$ cat config.mk
export PLATFORM = sky130hd
export DESIGN_NAME = axi4lite_timeout_guard
export DESIGN_NICKNAME = d
export VERILOG_FILES = /design/src/rtl/axi4lite_timeout_guard_pkg.sv /design/src/rtl/axi4lite_timeout_counter.sv /design/src/rtl/axi4lite_timeout_guard.sv
export SDC_FILE = /design/constraint.sdc
export NUM_CORES = 1
export LEC_CHECK = 0
export ABC_AREA = 1
export CORE_MARGIN = 2
export CORE_UTILIZATION = 44
export CTS_BUF_LIST = sky130_fd_sc_hd__clkbuf_8 sky130_fd_sc_hd__clkbuf_16
export CTS_CLUSTER_DIAMETER = 120
export CTS_CLUSTER_SIZE = 24
export DETAILED_ROUTE_END_ITERATION = 12
export PLACE_DENSITY = 0.87
export SYNTH_ARGS = -nofsm -noshare
export SYNTH_HDL_FRONTEND = slang
export SYNTH_HIERARCHICAL = 1
export SYNTH_SLANG_ARGS = --single-unit
$ cat constraint.sdc
create_clock -name clk_i -period 5.9 [get_ports clk_i]
set_input_delay 1.475 -clock clk_i [delete_from_list [all_inputs] [get_ports clk_i]]
set_output_delay 1.475 -clock clk_i [all_outputs]
set_load 0.05 [all_outputs]
$ cat src/rtl/axi4lite_timeout_guard_pkg.sv
`default_nettype none
// ============================================================================
// axi4lite_timeout_guard_pkg : FSM state encoding and AXI response codes
// Revision: 1.0
// ============================================================================
package axi4lite_timeout_guard_pkg;

  localparam int unsigned TIMER_W = 16;

  localparam logic [1:0] AXI_RESP_OKAY   = 2'b00;
  localparam logic [1:0] AXI_RESP_SLVERR = 2'b10;
  localparam logic [1:0] AXI_RESP_DECERR = 2'b11;

  typedef enum logic [2:0] {
    ST_IDLE     = 3'd0,
    ST_WR_ISSUE = 3'd1,
    ST_WR_RESP  = 3'd2,
    ST_RD_ISSUE = 3'd3,
    ST_RD_RESP  = 3'd4,
    ST_IN_RESP  = 3'd5,
    ST_DRAIN    = 3'd6
  } state_e;

endpackage
`default_nettype wire

$ cat src/rtl/axi4lite_timeout_counter.sv
`default_nettype none
// ============================================================================
// axi4lite_timeout_counter : clear/load/enable up-counter, holds at TERMINAL
// Revision: 1.0
// ============================================================================
module axi4lite_timeout_counter
  import axi4lite_timeout_guard_pkg::*;
#(
  parameter logic [TIMER_W-1:0] TERMINAL = '1
) (
  input  logic               clk_i,
  input  logic               rst_i,
  input  logic               clr_i,
  input  logic               load_i,
  input  logic [TIMER_W-1:0] load_val_i,
  input  logic               en_i,
  output logic               tc_o
);

  logic [TIMER_W-1:0] count_q, count_d;

  // Holding at terminal keeps the flag asserted if the terminal cycle is
  // consumed by a partial handshake, so a later phase still times out.
  always_comb begin
    count_d = count_q;
    if (clr_i) begin
      count_d = '0;
    end else if (load_i) begin
      count_d = load_val_i;
    end else if (en_i && !tc_o) begin
      count_d = count_q + 1'b1;
    end
  end

  always_ff @(posedge clk_i) begin
    if (rst_i) begin
      count_q <= '0;
    end else begin
      count_q <= count_d;
    end
  end

  assign tc_o = (count_q >= TERMINAL);

endmodule
`default_nettype wire

$ cat src/rtl/axi4lite_timeout_guard.sv
`default_nettype none
// ============================================================================
// axi4lite_timeout_guard : serialising AXI4-Lite stage that answers SLVERR on a
// hung slave. Optional stats ports: AXI4LITE_TIMEOUT_GUARD_STATS_EN.
// Revision: 1.0
// ============================================================================
module axi4lite_timeout_guard
  import axi4lite_timeout_guard_pkg::*;
#(
  parameter int unsigned TIMEOUT_CYCLES = 1024,
  parameter logic [31:0] ERR_RDATA      = 32'hDEADBEEF
) (
  input  logic        clk_i,
  input  logic        rst_i,
`ifdef AXI4LITE_TIMEOUT_GUARD_STATS_EN
  output logic [15:0] timeout_count_o,
  output logic [31:0] last_fault_addr_o,
  output logic [0:0]  last_fault_wr_o,
`endif
  input  logic        inport_awvalid_i,
  output logic        inport_awready_o,
  input  logic [31:0] inport_awaddr_i,
  input  logic        inport_wvalid_i,
  output logic        inport_wready_o,
  input  logic [31:0] inport_wdata_i,
  input  logic [3:0]  inport_wstrb_i,
  output logic        inport_bvalid_o,
  input  logic        inport_bready_i,
  output logic [1:0]  inport_bresp_o,
  input  logic        inport_arvalid_i,
  output logic        inport_arready_o,
  input  logic [31:0] inport_araddr_i,
  output logic        inport_rvalid_o,
  input  logic        inport_rready_i,
  output logic [31:0] inport_rdata_o,
  output logic [1:0]  inport_rresp_o,
  output logic        outport_awvalid_o,
  input  logic        outport_awready_i,
  output logic [31:0] outport_awaddr_o,
  output logic        outport_wvalid_o,
  input  logic        outport_wready_i,
  output logic [31:0] outport_wdata_o,
  output logic [3:0]  outport_wstrb_o,
  input  logic        outport_bvalid_i,
  output logic        outport_bready_o,
  input  logic [1:0]  outport_bresp_i,
  output logic        outport_arvalid_o,
  input  logic        outport_arready_i,
  output logic [31:0] outport_araddr_o,
  input  logic        outport_rvalid_i,
  output logic        outport_rready_o,
  input  logic [31:0] outport_rdata_i,
  input  logic [1:0]  outport_rresp_i
);

  localparam logic [TIMER_W-1:0] TERMINAL = TIMER_W'(TIMEOUT_CYCLES - 1);

  state_e      state_q, state_d;
  logic        awvalid_q, awvalid_d, wvalid_q, wvalid_d, arvalid_q, arvalid_d;
  logic        bvalid_q, bvalid_d, rvalid_q, rvalid_d;
  logic [31:0] addr_q, addr_d, wdata_q, wdata_d, rdata_q, rdata_d;
  logic [3:0]  wstrb_q, wstrb_d;
  logic [1:0]  resp_q, resp_d;
  logic        txn_wr_q, txn_wr_d, rr_last_wr_q, rr_last_wr_d;
  logic        drain_pend_q, drain_pend_d;
  logic        timer_clr, timer_en, timer_tc, timeout;
  logic        grant_wr, grant_rd, idle_ok, wr_done, b_hs, r_hs;

  axi4lite_timeout_counter #(.TERMINAL(TERMINAL)) u_timer (
    .clk_i      (clk_i),
    .rst_i      (rst_i),
    .clr_i      (timer_clr),
    .load_i     (1'b0),
    .load_val_i ('0),
    .en_i       (timer_en),
    .tc_o       (timer_tc)
  );

  // Round-robin: a write wins a tie only when the previous grant was a read.
  assign grant_wr = inport_awvalid_i && inport_wvalid_i && (!inport_arvalid_i || !rr_last_wr_q);
  assign grant_rd = inport_arvalid_i && !grant_wr;
  assign idle_ok  = (state_q == ST_IDLE) && !rst_i;

  assign inport_awready_o = idle_ok && grant_wr;
  assign inport_wready_o  = idle_ok && grant_wr;
  assign inport_arready_o = idle_ok && grant_rd;

  assign outport_bready_o = (state_q == ST_WR_RESP) || (state_q == ST_DRAIN);
  assign outport_rready_o = (state_q == ST_RD_RESP) || (state_q == ST_DRAIN);

  assign wr_done = (!awvalid_q || outport_awready_i) && (!wvalid_q || outport_wready_i);
  assign b_hs    = outport_bvalid_i && outport_bready_o;
  assign r_hs    = outport_rvalid_i && outport_rready_o;

  always_comb begin
    state_d      = state_q;
    awvalid_d    = awvalid_q;
    wvalid_d     = wvalid_q;
    arvalid_d    = arvalid_q;
    bvalid_d     = bvalid_q;
    rvalid_d     = rvalid_q;
    addr_d       = addr_q;
    wdata_d      = wdata_q;
    wstrb_d      = wstrb_q;
    rdata_d      = rdata_q;
    resp_d       = resp_q;
    txn_wr_d     = txn_wr_q;
    rr_last_wr_d = rr_last_wr_q;
    drain_pend_d = drain_pend_q;
    timer_clr    = 1'b0;
    timer_en     = 1'b0;
    timeout      = 1'b0;

    case (state_q)
      ST_IDLE: begin
        timer_clr = 1'b1;
        if (grant_wr) begin
          addr_d       = inport_awaddr_i;
          wdata_d      = inport_wdata_i;
          wstrb_d      = inport_wstrb_i;
          txn_wr_d     = 1'b1;
          rr_last_wr_d = 1'b1;
          awvalid_d    = 1'b1;
          wvalid_d     = 1'b1;
          state_d      = ST_WR_ISSUE;
        end else if (grant_rd) begin
          addr_d       = inport_araddr_i;
          txn_wr_d     = 1'b0;
          rr_last_wr_d = 1'b0;
          arvalid_d    = 1'b1;
          state_d      = ST_RD_ISSUE;
        end
      end
      ST_WR_ISSUE: begin
        timer_en = 1'b1;
        if (outport_awready_i) awvalid_d = 1'b0;
        if (outport_wready_i)  wvalid_d  = 1'b0;
        if (wr_done)       state_d = ST_WR_RESP;
        else if (timer_tc) timeout = 1'b1;
      end
      ST_WR_RESP: begin
        timer_en = 1'b1;
        if (b_hs) begin
          resp_d   = outport_bresp_i;
          bvalid_d = 1'b1;
          state_d  = ST_IN_RESP;
        end else if (timer_tc) begin
          timeout = 1'b1;
        end
      end
      ST_RD_ISSUE: begin
        timer_en = 1'b1;
        if (outport_arready_i) begin
          arvalid_d = 1'b0;
          state_d   = ST_RD_RESP;
        end else if (timer_tc) begin
          timeout = 1'b1;
        end
      end
      ST_RD_RESP: begin
        timer_en = 1'b1;
        if (r_hs) begin
          resp_d   = outport_rresp_i;
          rdata_d  = outport_rdata_i;
          rvalid_d = 1'b1;
          state_d  = ST_IN_RESP;
        end else if (timer_tc) begin
          timeout = 1'b1;
        end
      end
      ST_IN_RESP: begin
        timer_clr = 1'b1;
        if ((bvalid_q && inport_bready_i) || (rvalid_q && inport_rready_i)) begin
          bvalid_d     = 1'b0;
          rvalid_d     = 1'b0;
          drain_pend_d = 1'b0;
          state_d      = drain_pend_q ? ST_DRAIN : ST_IDLE;
        end
      end
      ST_DRAIN: begin
        timer_en = 1'b1;
        if (b_hs || r_hs || timer_tc) state_d = ST_IDLE;
      end
      default: state_d = ST_IDLE;
    endcase

    // Hung slave: abandon the outport transaction and answer SLVERR locally.
    if (timeout) begin
      awvalid_d    = 1'b0;
      wvalid_d     = 1'b0;
      arvalid_d    = 1'b0;
      resp_d       = AXI_RESP_SLVERR;
      if (!txn_wr_q) rdata_d = ERR_RDATA;
      bvalid_d     = txn_wr_q;
      rvalid_d     = !txn_wr_q;
      drain_pend_d = 1'b1;
      timer_clr    = 1'b1;
      state_d      = ST_IN_RESP;
    end
  end

  always_ff @(posedge clk_i) begin
    if (rst_i) begin
      state_q      <= ST_IDLE;
      awvalid_q    <= 1'b0;
      wvalid_q     <= 1'b0;
      arvalid_q    <= 1'b0;
      bvalid_q     <= 1'b0;
      rvalid_q     <= 1'b0;
      addr_q       <= '0;
      wdata_q      <= '0;
      wstrb_q      <= '0;
      rdata_q      <= '0;
      resp_q       <= AXI_RESP_OKAY;
      txn_wr_q     <= 1'b0;
      rr_last_wr_q <= 1'b0;
      drain_pend_q <= 1'b0;
    end else begin
      state_q      <= state_d;
      awvalid_q    <= awvalid_d;
      wvalid_q     <= wvalid_d;
      arvalid_q    <= arvalid_d;
      bvalid_q     <= bvalid_d;
      rvalid_q     <= rvalid_d;
      addr_q       <= addr_d;
      wdata_q      <= wdata_d;
      wstrb_q      <= wstrb_d;
      rdata_q      <= rdata_d;
      resp_q       <= resp_d;
      txn_wr_q     <= txn_wr_d;
      rr_last_wr_q <= rr_last_wr_d;
      drain_pend_q <= drain_pend_d;
    end
  end

`ifdef AXI4LITE_TIMEOUT_GUARD_STATS_EN
  logic [15:0] timeout_count_q;
  logic [31:0] last_fault_addr_q;
  logic        last_fault_wr_q;

  always_ff @(posedge clk_i) begin
    if (rst_i) begin
      timeout_count_q   <= '0;
      last_fault_addr_q <= '0;
      last_fault_wr_q   <= 1'b0;
    end else if (timeout) begin
      if (timeout_count_q != 16'hFFFF) timeout_count_q <= timeout_count_q + 16'd1;
      last_fault_addr_q <= addr_q;
      last_fault_wr_q   <= txn_wr_q;
    end
  end

  assign timeout_count_o   = timeout_count_q;
  assign last_fault_addr_o = last_fault_addr_q;
  assign last_fault_wr_o   = last_fault_wr_q;
`endif

  assign outport_awvalid_o = awvalid_q;
  assign outport_wvalid_o  = wvalid_q;
  assign outport_arvalid_o = arvalid_q;
  assign outport_awaddr_o  = addr_q;
  assign outport_araddr_o  = addr_q;
  assign outport_wdata_o   = wdata_q;
  assign outport_wstrb_o   = wstrb_q;
  assign inport_bvalid_o   = bvalid_q;
  assign inport_rvalid_o   = rvalid_q;
  assign inport_bresp_o    = resp_q;
  assign inport_rresp_o    = resp_q;
  assign inport_rdata_o    = rdata_q;

endmodule
`default_nettype wire

Word level (Yosys, flattened, before mapping):

Cells that the tools add are included.

* bits in registers: 128
* latch bits: 0
* RAM bits: 0
* memory bits (read-only): 0
* output and inout bits: 146
* word-level logic and storage cells: 146
* memories: 0

* $add $sub $neg: 1
* multiply operators: 0
* divide/modulo/power cells: 0
* magnitude comparators: 1
* equality and inequality tests: 25
* shifts and indexed selects: 0
* multiplexer cells: 50
* bitwise gates (word level): 0
* reduce and logical (&&, ||, !) cells: 53

Operator list (count)
* two-way mux 32 bit: 6
* two-way mux 3 bit: 10
* two-way mux 1 bit: 23
* case mux 3 bit (7 select lines): 1
* inequality test 2 bit, second input constant: 10
* inequality test 3 bit, second input constant: 6
* AND reduction 3 bit: 6
* adder 16 x 1 -> 16 bit, second input constant: 1
* greater-or-equal comparator 16 x 10 -> 1 bit, second input constant: 1
* AND reduction 7 bit: 2
* logical AND 1 bit: 12
* nonzero test 2 bit: 6
* case mux 1 bit (2 select lines): 5
* equality test 3 bit, second input constant: 3
* nonzero test 3 bit: 3
* logical OR 1 bit: 8
* zero test 1 bit: 7
* equality test 3 x 2 -> 1 bit, second input constant: 2
* two-way mux 2 bit: 3
* AND reduction 2 bit: 3
* OR reduction 2 bit: 3
* OR reduction 5 bit: 1
* inequality test 4 bit, second input constant: 1
* case mux 1 bit (4 select lines): 1
* other kinds (6): 6

Longest topological paths before layout:

* depth in word-level cells: 9
* depth in mapped cells: 15
* gate-level depth less buffers: 14

Cells and area by module:

The synthesis kept the hierarchy.

Modules (own cells, without submodules)
* axi4lite_timeout_guard: instances 1, cells each 641, area each 4966.0 µm²
* axi4lite_timeout_counter: instances 1, cells each 144, area each 975.9 µm²

Worst setup path before layout:

No wires, ideal clock.

* path kind: input to output
* from: in inport_awvalid_i
* to: out inport_arready_o
* arrival time: 3317 ps
* required time: 4425 ps
* path slack: 1108 ps
* stages: 4
* buffers on the path: 1
* cell sequence: nand2_1 > a21oi_2 > clkbuf_1 > nor4_1

* word-level cells in the longest chain between the ends: 5

RTL lines
* start, declared: RTL line axi4lite_timeout_guard.sv:20 `input logic inport_awvalid_i,`
* logical AND 1 bit (2 in series): RTL line axi4lite_timeout_guard.sv:80 `assign grant_wr = inport_awvalid_i && inport_wvalid_i && (!inport_arvalid_i || !rr_last_wr_q);`
* zero test 1 bit: RTL line axi4lite_timeout_guard.sv:81 `assign grant_rd = inport_arvalid_i && !grant_wr;`
* logical AND 1 bit: RTL line axi4lite_timeout_guard.sv:81
* logical AND 1 bit: RTL line axi4lite_timeout_guard.sv:86 `assign inport_arready_o = idle_ok && grant_rd;`
* end, declared: RTL line axi4lite_timeout_guard.sv:31 `output logic inport_arready_o,`

No other way between the ends.

Worst setup path after layout:

* from: in inport_arvalid_i
* to: out inport_wready_o

* word-level cells in the longest chain between the ends: 4

RTL lines
* start, declared: RTL line axi4lite_timeout_guard.sv:30 `input logic inport_arvalid_i,`
* zero test 1 bit: RTL line axi4lite_timeout_guard.sv:80
* logical OR 1 bit: RTL line axi4lite_timeout_guard.sv:80
* logical AND 1 bit: RTL line axi4lite_timeout_guard.sv:80
* logical AND 1 bit: RTL line axi4lite_timeout_guard.sv:85 `assign inport_wready_o = idle_ok && grant_wr;`
* end, declared: RTL line axi4lite_timeout_guard.sv:24 `output logic inport_wready_o,`

No other way between the ends.

==> impl_summary.txt <==
----------------------------------------------------
[Flow run]
  Max-cap violation count ... 0

[Global routing]
  Overflow left after global routing ... 0
  Antenna violations before repair ... 0
  Wire length of the first global-routing pass ... 28400 um
  Pin count of the biggest net entering global routing ... 76
  Global-route usage over all layers ... 24.8%
  Number of global-route vias before repair ... 5822

[Detailed routing]
  Vias ... 6124
  Final wirelength ... 18400 um
  Wire length per cell after detailed routing ... 15.0 um
  Vias per inst ... 4.98
  Number of design rule violations left after detail routing ... 0
  Drt first pass iters ... 4
  Final antenna-violating net count ... 0
  Drt first-iter violations ... 258

[Place]
  Placed inst area ... 8700 sq um
  HPWL after detailed placement ... 13000 um
  Placed Cells ... 1196
  Count of input and output buffers ... 293
  Weighted congestion at the end of routability-driven global placement ... 0.896

[Finish]
  Post-layout instance count excluding filler cells ... 1229
  Nets ... 1188
  Share of cells above drive strength 1 ... 6.46%
  Finished layout cell area ... 9380 sq um
  Multi-input logic area ... 2780 sq um
  Filler instances ... 987
  Layout overhead on the synthesized area ... 57.8%
  Combined flip-flop and latch cell area ... 2560 sq um

[Timing]
  Actual slew at the worst max-slew pin ... 1230 ps
  Peak clock frequency supported by timing ... 195 MHz
  Finish-stage setup viols ... 0
  Share of the clock period used by the worst path ... 87.1%
  Count of pins over their slew limit ... 0
  Final hold slack ... 481 ps
  Fin. Hold Viols ... 0
  Layout Skew ... 7.80 ps
  Setup repair after global routing missed its margin ... false
  Sum of negative setup slack ... 0 ps
  Clock period minus final worst setup slack ... 5140 ps
  Max_slew headroom ... 17.7%

[Die]
  Core box area ... 13200 sq um
  Area of the die ... 14500 sq um
  Initial Utilization ... 45.0%
  I/O pin total ... 294
  Die outline width ... 120 um
  Row count ... 42
  Die outline height ... 120 um

[Clocking]
  TritonCTS Buffers ... 17
  Post-cts sizing count ... 0
  Max Root-Sink Buffers ... 2
  Number of levels the H-tree was split into ... 4
  CTS sink cnt ... 128
  Clock Latency Late Sink ... 420 ps
  TritonCTS clock tree ... done
  Post-CTS Hold Buffers ... 0
  Number of post-CTS setup repair buffers ... 0
  Clock-pin slew on the worst setup and hold paths ... 50 ps
  Clock root buffer ... sky130_fd_sc_hd__clkbuf_16

[Power and ir drop]
  Power density over the cells ... 516 nW/um^2
  Overall Power ... 4.84 mW
  Maximum ir drop on the vdd rail ... 386 uV
  Static Leakage ... 4.00 nW

[Synthesis]
  Top cell type's share of synthesized area ... 43.1%
  Cell area after technology mapping ... 5940 sq um
  Synthesized netlist cell count ... 785
  Post-Synthesis Mean Instance Area ... 7.57 sq um
  Syn. warnings ... 6
  Share of synthesized area occupied by flip-flops and latches ... 43.1%
  FF+latch count, synth ... 128
  Post-synthesis cell type count ... 40
  Top cells by area in the synthesized netlist ... sky130_fd_sc_hd__dfxtp_1, sky130_fd_sc_hd__nand2_1, sky130_fd_sc_hd__nor2_1
  Leading area contributor after synthesis ... sky130_fd_sc_hd__dfxtp_1

[Setup path]
  Worst Path Arrival ... 3660 ps
  Endpoint class of the critical path ... output pin
  Ordered list of cells on the worst path ... clkdlybuf4s50_1 -> a21oi_2 -> inv_2 -> nor2_2 -> inv_2 -> nor2_1 -> buf_12
  Worst EP required ... 4430 ps
  Crit Path Class ... in2out
  Cell type of the slowest stage on the worst timing path ... sky130_fd_sc_hd__clkdlybuf4s50_1
  Most common cell on crit path ... sky130_fd_sc_hd__inv_2
  Maximum fanout along the worst path ... 39
  Critical Path Source Type ... input pin
  Worst path max stage delay ... 570 ps

[Run status]
  Run status ... completed

[Hold path]
  Hold Path Class ... reg2reg

----------------------------------------------------
## metal layers
| metal | vias to the layer above | part of all wire, % | global-route usage (%) |
|---|---|---|---|
| li1 | 3055 | - | - |
| met1 | 2788 | 39 | 26.9 |
| met2 | 247 | 51 | 44.2 |
| met3 | 34 | 7.6 | 8.44 |
| met4 | 0 | 2.3 | 9.88 |
| met5 | - | 0 | 0 |
## where the power goes
group,total [mW],switching [mW],internal (mW)
Combinational,2.39,1.61,0.777
Clock,1.19,0.388,0.803
Sequential,1.26,0.172,1.09
## final cells by class
class / instances / share of cell area (%)
diodes: 1 / 0.0267
inverters: 40 / 1.60
repair buffers: 297 / 31.8
flip-flops and latches: 128 / 27.3
well taps: 176 / 2.35
multi-input cells: 555 / 29.7
clock buffers: 18 / 4.68
clock inverters: 14 / 2.52
## placed cells by master, fill, tap and decap left out, types with 2 or more instances in the layout
| cell | Yosys | layout |
|---|---|---|
| sky130_fd_sc_hd__nor2_4 | 3 | 3 |
| sky130_fd_sc_hd__o21bai_1 | 3 | 3 |
| sky130_fd_sc_hd__xor2_1 | 3 | 3 |
| sky130_fd_sc_hd__dfxtp_1 | 128 | 128 |
| sky130_fd_sc_hd__clkinvlp_4 | 0 | 2 |
| sky130_fd_sc_hd__bufinv_16 | 0 | 6 |
| sky130_fd_sc_hd__nand2_2 | 6 | 6 |
| sky130_fd_sc_hd__nand3_1 | 41 | 41 |
| sky130_fd_sc_hd__o21ai_0 | 67 | 67 |
| sky130_fd_sc_hd__nand4_1 | 5 | 5 |
| sky130_fd_sc_hd__nor2_2 | 5 | 5 |
| sky130_fd_sc_hd__nand2_1 | 151 | 151 |
| sky130_fd_sc_hd__nand3_4 | 2 | 2 |
| sky130_fd_sc_hd__a21oi_1 | 45 | 45 |
| sky130_fd_sc_hd__inv_2 | 5 | 6 |
| sky130_fd_sc_hd__inv_1 | 35 | 34 |
| sky130_fd_sc_hd__clkdlybuf4s50_1 | 0 | 291 |
| sky130_fd_sc_hd__conb_1 | 1 | 19 |
| sky130_fd_sc_hd__buf_4 | 41 | 4 |
| sky130_fd_sc_hd__clkinv_4 | 0 | 2 |
| sky130_fd_sc_hd__buf_12 | 1 | 2 |
| sky130_fd_sc_hd__mux2i_1 | 32 | 32 |
| sky130_fd_sc_hd__nor2_1 | 111 | 111 |
| sky130_fd_sc_hd__clkinv_2 | 0 | 3 |
| sky130_fd_sc_hd__clkbuf_16 | 0 | 17 |
| sky130_fd_sc_hd__o21ai_2 | 2 | 2 |
| sky130_fd_sc_hd__a31oi_1 | 33 | 33 |
| sky130_fd_sc_hd__o21ai_1 | 11 | 11 |
| sky130_fd_sc_hd__nand3_2 | 2 | 2 |
## worst max-delay path, delay by kind of cell
| kind | cells | cell delay [ps] |
|---|---|---|
| AOI/OAI and AO/OA | 1 | 110 |
| and+or+nand+nor | 2 | 310 |
| buffers and inverters | 4 | 1740 |
## flip-flops by register name, indices dropped and copies added (netlist names)
| signal | count |
|---|---|
| inport_rvalid_o | 1 |
| outport_wstrb_o | 4 |
| inport_rdata_o | 32 |
| outport_arvalid_o | 1 |
| outport_araddr_o | 32 |
| u_timer/count_q | 16 |
| inport_bresp_o | 2 |
| drain_pend_q | 1 |
| state_q | 3 |
| outport_wdata_o | 32 |
| inport_bvalid_o | 1 |
| rr_last_wr_q | 1 |
| outport_wvalid_o | 1 |
| outport_awvalid_o | 1 |
## cell usage after synthesis, drive strengths merged
cell      n
a211oi    1
a21o      1
a21oi    46
a31oi    33
buf      57
clkbuf   23
conb      1
dfxtp   128
ha        1
inv      40
mux2i    32
nand2   158
nand3    45
nand4     6
nor2    119
nor3      2
nor3b     1
nor4      1
o211ai    1
o21a      1
o21ai    80
o21bai    3
o22ai     1
xnor2     1
xor2      3
## through the flow
stage,utilization [%],setup WS [ps]
finish,71.1,764
global placement,65.9,803
floorplan,-,1110
global route,71.1,595
detailed placement,65.9,742
CTS,71.1,746
## final timing paths
kind	from	cells past startpoint	to	slack, ps
min	u_timer/count_q[15]	2	u_timer/count_q[15]	480
max	inport_arvalid_i	7	inport_wready_o	760
min reg2reg	u_timer/count_q[15]	2	u_timer/count_q[15]	480
max reg2reg	u_timer/count_q[0]	12	u_timer/count_q[2]	3360
## cell families (layout without fill, tap and decap cells)
logic type                 count (synthesis)  after routing  share of synthesized area (%)
AOI/OAI and AO/OA                        167            167                           15.3
muxes                                     32             32                           5.39
adders and majority gates                  1              1                          0.211
other                                      1             20                         0.0631
xor gates and xnor gates                   4              4                          0.590
and+or+nand+nor                          332            332                           24.2
DFF                                      128            128                           43.1
buffers and inverters                    120            369                           11.2
Power figures use the tool's default switching activity.
